File: src/rtl/grp_mp_pkg.sv
// ---------------------------------------------------------------------------
// grp_mp_pkg
//   Shared definitions for the multi-port general register file (grp_mp).
//   Holds the default widths, the register reset constant, the read-port
//   source select type and the packed-bus slice helper.
//   Optional feature macro used by the importing files: GRP_MP_BYPASS_EN.
// ---------------------------------------------------------------------------
package grp_mp_pkg;

  localparam int DEFAULT_DW = 32;
  localparam int DEFAULT_AW = 5;

  // Value every register takes on reset.
  localparam logic [31:0] INITIAL_VAL_32 = 32'h0000_0000;

  // Where a read port takes its data from.
  typedef enum logic [1:0] {
    SRC_ARRAY = 2'd0,  // pre-edge register contents
    SRC_WB0   = 2'd1,  // same-cycle ALU writeback
    SRC_WB1   = 2'd2   // same-cycle load return
  } rd_src_e;

  // LSB position of lane idx in a packed bus of w-bit lanes.
  function automatic int slice_lsb(input int idx, input int w);
    return idx * w;
  endfunction

endpackage

File: src/rtl/grp_mp_rdport.sv
// ---------------------------------------------------------------------------
// grp_mp_rdport
//   One decode read port of grp_mp: zero-register check, optional
//   writeback bypass, and the pending-load (rbusy) indication.
//   Optional feature macro: GRP_MP_BYPASS_EN (same-cycle write forwarding).
// Ports:
//   rst_i                 synchronous reset; forces rdata/rbusy to 0
//   raddr_i               register address read by this port
//   arr_data_i/arr_busy_i register contents and busy bit at raddr_i
//   wen0_i/waddr0_i/wdata0_i  ALU writeback (bypass source)
//   wen1_i/waddr1_i/wdata1_i  load return (bypass source, wins over port 0)
//   rdata_o/rbusy_o       combinational read data and pending-load flag
// ---------------------------------------------------------------------------
module grp_mp_rdport
  import grp_mp_pkg::*;
#(
  parameter int DW = DEFAULT_DW,
  parameter int AW = DEFAULT_AW
) (
  input  logic          rst_i,
  input  logic [AW-1:0] raddr_i,
  input  logic [DW-1:0] arr_data_i,
  input  logic          arr_busy_i,
  input  logic          wen0_i,
  input  logic [AW-1:0] waddr0_i,
  input  logic [DW-1:0] wdata0_i,
  input  logic          wen1_i,
  input  logic [AW-1:0] waddr1_i,
  input  logic [DW-1:0] wdata1_i,
  output logic [DW-1:0] rdata_o,
  output logic          rbusy_o
);

  rd_src_e src;

`ifdef GRP_MP_BYPASS_EN
  always_comb begin
    // NOTE: every signal written in always_comb gets a default first so no
    // path leaves it unassigned and no latch is inferred.
    src = SRC_ARRAY;
    if (wen1_i && (waddr1_i == raddr_i))      src = SRC_WB1;
    else if (wen0_i && (waddr0_i == raddr_i)) src = SRC_WB0;
  end
`else
  assign src = SRC_ARRAY;

  // Writeback inputs only feed the bypass; tie them off in this build.
  logic unused_wb;
  assign unused_wb = ^{wen0_i, waddr0_i, wdata0_i, wen1_i, waddr1_i, wdata1_i};
`endif

  always_comb begin
    rdata_o = arr_data_i;
    rbusy_o = arr_busy_i;
    case (src)
      SRC_WB1: begin
        // The load data is being forwarded, so decode need not stall.
        rdata_o = wdata1_i;
        rbusy_o = 1'b0;
      end
      SRC_WB0: rdata_o = wdata0_i;
      default: ;
    endcase
    // Register 0 and reset both read as zero; this also hides any
    // same-cycle write to address 0 from the bypass path.
    if (rst_i || (raddr_i == '0)) begin
      rdata_o = '0;
      rbusy_o = 1'b0;
    end
  end

endmodule

File: src/rtl/grp_mp.sv
// ---------------------------------------------------------------------------
// grp_mp
//   Multi-port general register file with two write ports (0: ALU,
//   1: load return, wins on same-address conflict), NUM_RD combinational
//   read ports and a per-register pending-load scoreboard.
//   Optional feature macro: GRP_MP_BYPASS_EN (same-cycle write forwarding
//   to the read ports, handled in grp_mp_rdport).
// Ports:
//   clk, rst              clock, synchronous active-high reset
//   raddr/rdata/rbusy     packed read ports, port i at [i*W +: W]
//   wen0/waddr0/wdata0    ALU writeback
//   wen1/waddr1/wdata1    load-return writeback (clears busy)
//   iss_en/iss_addr       load issue (sets busy)
//   busy_vec              raw scoreboard state
// ---------------------------------------------------------------------------
module grp_mp
  import grp_mp_pkg::*;
#(
  parameter int DW     = DEFAULT_DW,
  parameter int AW     = DEFAULT_AW,
  parameter int NUM_RD = 2
) (
  input  logic                 clk,
  input  logic                 rst,
  input  logic [NUM_RD*AW-1:0] raddr,
  output logic [NUM_RD*DW-1:0] rdata,
  output logic [NUM_RD-1:0]    rbusy,
  input  logic                 wen0,
  input  logic [AW-1:0]        waddr0,
  input  logic [DW-1:0]        wdata0,
  input  logic                 wen1,
  input  logic [AW-1:0]        waddr1,
  input  logic [DW-1:0]        wdata1,
  input  logic                 iss_en,
  input  logic [AW-1:0]        iss_addr,
  output logic [2**AW-1:0]     busy_vec
);

  localparam int DEPTH = 2**AW;

  logic [DW-1:0]    regs_q [DEPTH];
  logic [DEPTH-1:0] busy_q, busy_d;

  // Scoreboard next state: a same-cycle issue overrides the load return so
  // back-to-back loads to one destination keep the register pending.
  always_comb begin
    busy_d = busy_q;
    if (wen1 && (waddr1 != '0))     busy_d[waddr1]   = 1'b0;
    if (iss_en && (iss_addr != '0)) busy_d[iss_addr] = 1'b1;
    busy_d[0] = 1'b0;
  end

  always_ff @(posedge clk) begin
    if (rst) begin
      // NOTE: the array is reset explicitly because a clear of every
      // register is part of the block's function; this keeps it out of
      // RAM macros, which is acceptable at this depth.
      for (int r = 0; r < DEPTH; r++) regs_q[r] <= DW'(INITIAL_VAL_32);
      busy_q <= '0;
    end else begin
      // NOTE: non-blocking assignments here; port 1 is written last so it
      // wins when both ports target the same address.
      if (wen0 && (waddr0 != '0)) regs_q[waddr0] <= wdata0;
      if (wen1 && (waddr1 != '0)) regs_q[waddr1] <= wdata1;
      busy_q <= busy_d;
    end
  end

  assign busy_vec = busy_q;

  for (genvar i = 0; i < NUM_RD; i++) begin : g_rd
    logic [AW-1:0] addr;
    assign addr = raddr[slice_lsb(i, AW) +: AW];

    grp_mp_rdport #(
      .DW(DW),
      .AW(AW)
    ) u_rdport (
      .rst_i     (rst),
      .raddr_i   (addr),
      .arr_data_i(regs_q[addr]),
      .arr_busy_i(busy_q[addr]),
      .wen0_i    (wen0),
      .waddr0_i  (waddr0),
      .wdata0_i  (wdata0),
      .wen1_i    (wen1),
      .waddr1_i  (waddr1),
      .wdata1_i  (wdata1),
      .rdata_o   (rdata[slice_lsb(i, DW) +: DW]),
      .rbusy_o   (rbusy[i])
    );
  end

endmodule

File: config.mk
export PLATFORM = sky130hd
export DESIGN_NAME = grp_mp
export DESIGN_NICKNAME = d
export VERILOG_FILES = /design/src/rtl/grp_mp_pkg.sv /design/src/rtl/grp_mp_rdport.sv /design/src/rtl/grp_mp.sv
export SDC_FILE = /design/constraint.sdc
export NUM_CORES = 2
export LEC_CHECK = 0
export ABC_AREA = 0
export BUFFER_PORTS_ARGS = -buffer_cell sky130_fd_sc_hd__clkbuf_2
export CORE_MARGIN = 2
export CORE_UTILIZATION = 45
export CTS_CLUSTER_SIZE = 14
export DETAILED_ROUTE_END_ITERATION = 16
export PLACE_DENSITY = 0.68
export SYNTH_ARGS = -nofsm -noshare
export SYNTH_HDL_FRONTEND = slang
export SYNTH_SLANG_ARGS = --single-unit
File: constraint.sdc
create_clock -name clk -period 10.6 [get_ports clk]
set_clock_uncertainty 0.05 [all_clocks]
set_input_delay 1.59 -clock clk [delete_from_list [all_inputs] [get_ports clk]]
set_output_delay 1.59 -clock clk [all_outputs]
set_load 0.02 [all_outputs]
==> impl_metrics.env <==
export IMPL_worst_slew_pin_slew_ps=1353
export IMPL_clk_pin_slew_ps=60
export IMPL_gr_usage_all_layers_pct=36.54
export IMPL_hpwlAfterDp_mm=136.0
export IMPL_period_needed_ps=6913
export IMPL_cts_tree="built"
export IMPL_syn2layout_area_growth_pct=10.11
export IMPL_end_kind="output port"
export IMPL_ios=192
export IMPL_port_buffers=190
export IMPL_fp_dieH_um=367.8
export IMPL_status="complete, no violations"
export IMPL_via_per_inst=8.035
export IMPL_drive_gt1_share_pct=24.28
export IMPL_cp_max_fo=54
export IMPL_multi_input_comb_area_um2=26420
export IMPL_ys_seq_elements=1055
export IMPL_regArea_um2=31370
export IMPL_p_leak_nw=22.55
export IMPL_syn_area_um2=59540
export IMPL_final_util_pct=49.87
export IMPL_cts_resized=0
export IMPL_drc=0
export IMPL_rsz0062_at_grt="no"
export IMPL_firstDrtPassIters=8
export IMPL_seq_area_frac_synth_pct=52.68
export IMPL_gr_total_overflow=0
export IMPL_cts_max_level=3
export IMPL_cts_sinks=1055
export IMPL_antenna_found_initial=16
export IMPL_die_area_um2=135200
export IMPL_syn_avg_cell_area_um2=14.28
export IMPL_drv_slew=0
export IMPL_grt_max_degree=117
export IMPL_synthDistinctLibCells=55
export IMPL_drtIter0Drc=9137
export IMPL_ys_flop_type="edfxtp_1"
export IMPL_met3_usage_pct=14.49
export IMPL_cap_violations=0
export IMPL_worstPathRequired_ps=8960
export IMPL_placementRows=133
export IMPL_synthArstFlopShare_pct=0
export IMPL_synth_cells=4169
export IMPL_r2r_cells=1
export IMPL_hold_depth=2
export IMPL_synth_edf_count=1024
export IMPL_start_util_pct=45.29
export IMPL_core_area_um2=131500
export IMPL_cts_root_buf="clkbuf_16"
export IMPL_cp_startpoint="raddr[7]"
export IMPL_power_density_nw_per_um2=154.0
export IMPL_startpoint_type="input port"
export IMPL_finalSetupTns_ps=0
export IMPL_arrival_ps=5270
export IMPL_grt_pass1_vias=45713
export IMPL_max_freq_ghz=0.1447
export IMPL_die_x_um=367.8
export IMPL_hold_path_class="reg2reg"
export IMPL_fill_cells=11071
export IMPL_wire_per_inst_um=43.07
export IMPL_wirelength_mm=253.3
export IMPL_gr_usage_met2_pct=51.21
export IMPL_hold_start="busy_vec[31]"
export IMPL_top_usage_layer="met2"
export IMPL_crit_type="in2out"
export IMPL_nets=4123
export IMPL_fin_crit_sh_pct=65.22
export IMPL_clk_latency_ps=730
export IMPL_yosysWarnings=0
export IMPL_detail_route_antenna_nets=0
export IMPL_slew_headroom_pct=9.516
export IMPL_grtUsageMet1_pct=46.15
export IMPL_gp_congestion=0.9234
export IMPL_grt_pass1_wl_mm=348.9
export IMPL_postCtsSetupRepairBufs=0
export IMPL_vias=47264
export IMPL_hold_buffers=0
export IMPL_clockBufferDepth=3
export IMPL_final_hold_violation_count=0
export IMPL_final_setup_viol_count=0
export IMPL_reg2reg_from="busy_vec[17]"
export IMPL_cts_buffers=109
export IMPL_irDropWorstVdd_mv=0.1400
## power breakdown
| group | switching, mW | internal [mW] | total [mW] |
|---|---|---|---|
| registers | 0.132 | 4.83 | 4.96 |
| logic | 0.865 | 0.451 | 1.32 |
| clock network | 1.70 | 2.12 | 3.82 |
## cell usage in the layout (no fill, tap or decap), types with 36 or more instances in the layout
| cell | instances |
|---|---|
| buf_4 | 137 |
| nand2_1 | 63 |
| a31oi_1 | 39 |
| clkbuf_16 | 112 |
| a21oi_1 | 56 |
| a22o_1 | 1038 |
| a22oi_1 | 229 |
| mux4_2 | 388 |
| mux2i_1 | 277 |
| clkbuf_2 | 183 |
| edfxtp_1 | 1024 |
| nor2_4 | 47 |
| nand4_1 | 71 |
| nand3_1 | 72 |
| and3_1 | 36 |
## per-layer routing
metal | vias to the layer above | wire length, um | share of wire (%)
met5 | - | 230 | 0.091
met1 | 23554 | 84830 | 33
met4 | 19 | 20880 | 8.2
met3 | 1306 | 42010 | 17
li1 | 17298 | - | -
met2 | 5087 | 105400 | 42
## metrics by stage
step	total power, mW	instance area [um2]	instances	hold WS [ps]	setup WS, ps
CTS	10.00	65530	5869	448.5	3858
finish	10.10	65560	5882	452.1	3687
global placement	6.273	62110	5673	444.0	3833
floorplan	5.796	59660	4201	507.3	5257
global route	10.25	65540	5874	472.1	3575
detailed placement	6.300	62110	5673	440.5	3857
## cells in the mapped netlist, types with 8 or more instances
cell type	count	share of area, %
nor3b_1	8	0.10
a21oi_1	56	0.47
nand3_1	72	0.61
nor3_1	11	0.092
clkbuf_1	443	2.8
o2bb2ai_1	13	0.19
nor3_2	13	0.22
buf_1	17	0.11
a22o_1	1038	15
dfxtp_1	31	1.0
nand4_1	71	0.75
o21ai_0	10	0.084
nor2b_1	16	0.17
mux4_2	388	15
buf_2	137	1.2
buf_4	8	0.10
mux2i_1	277	4.7
and3_1	37	0.39
a22oi_1	229	2.9
nor2_1	59	0.37
a31oi_1	39	0.41
and2_1	9	0.095
nand2_1	87	0.55
edfxtp_1	1024	52
buf_6	8	0.15
## critical path, cell delays in order
cell	delay, ps
clkbuf_8	530
buf_4	650
nor2b_4	580
buf_4	690
a22oi_1	150
a31oi_1	480
nand4_1	240
clkbuf_2	220
## logic make-up (layout without fill, tap and decap cells)
| logic type | count (synthesis) | count (layout) | synth area share [%] |
|---|---|---|---|
| DFF | 1055 | 1055 | 52.68 |
| buffers and inverters | 616 | 529 | 4.322 |
| other | 1 | 46 | 0.006298 |
| muxes | 666 | 666 | 19.35 |
| AOI/OAI and AO/OA | 1395 | 1395 | 19.46 |
| and+or+nand+nor | 436 | 436 | 4.175 |
## cell type report
class | count | share of cell area (%)
Antenna cell | 13 | 0.04962
Clock buffer | 130 | 4.378
Clock inverter | 66 | 0.8416
Inverter | 3 | 0.01718
Multi-Input combinational cell | 2530 | 40.30
Sequential cell | 1055 | 47.85
Tap cell | 1755 | 3.349
Timing Repair Buffer | 330 | 3.218
## worst paths after layout
path | to | slack, ps
worst max-delay path | rdata[59] | 3690
worst min-delay path | busy_vec[31] | 450
worst min register to register | busy_vec[31] | 450
worst max register to register | busy_vec[17] | 9830
## flip-flops by register name, summed over array words and instances, names as in the netlist
name      flops
busy_vec     31
regs_q     1024
Note: power is estimated with default switching activity, not from simulation.
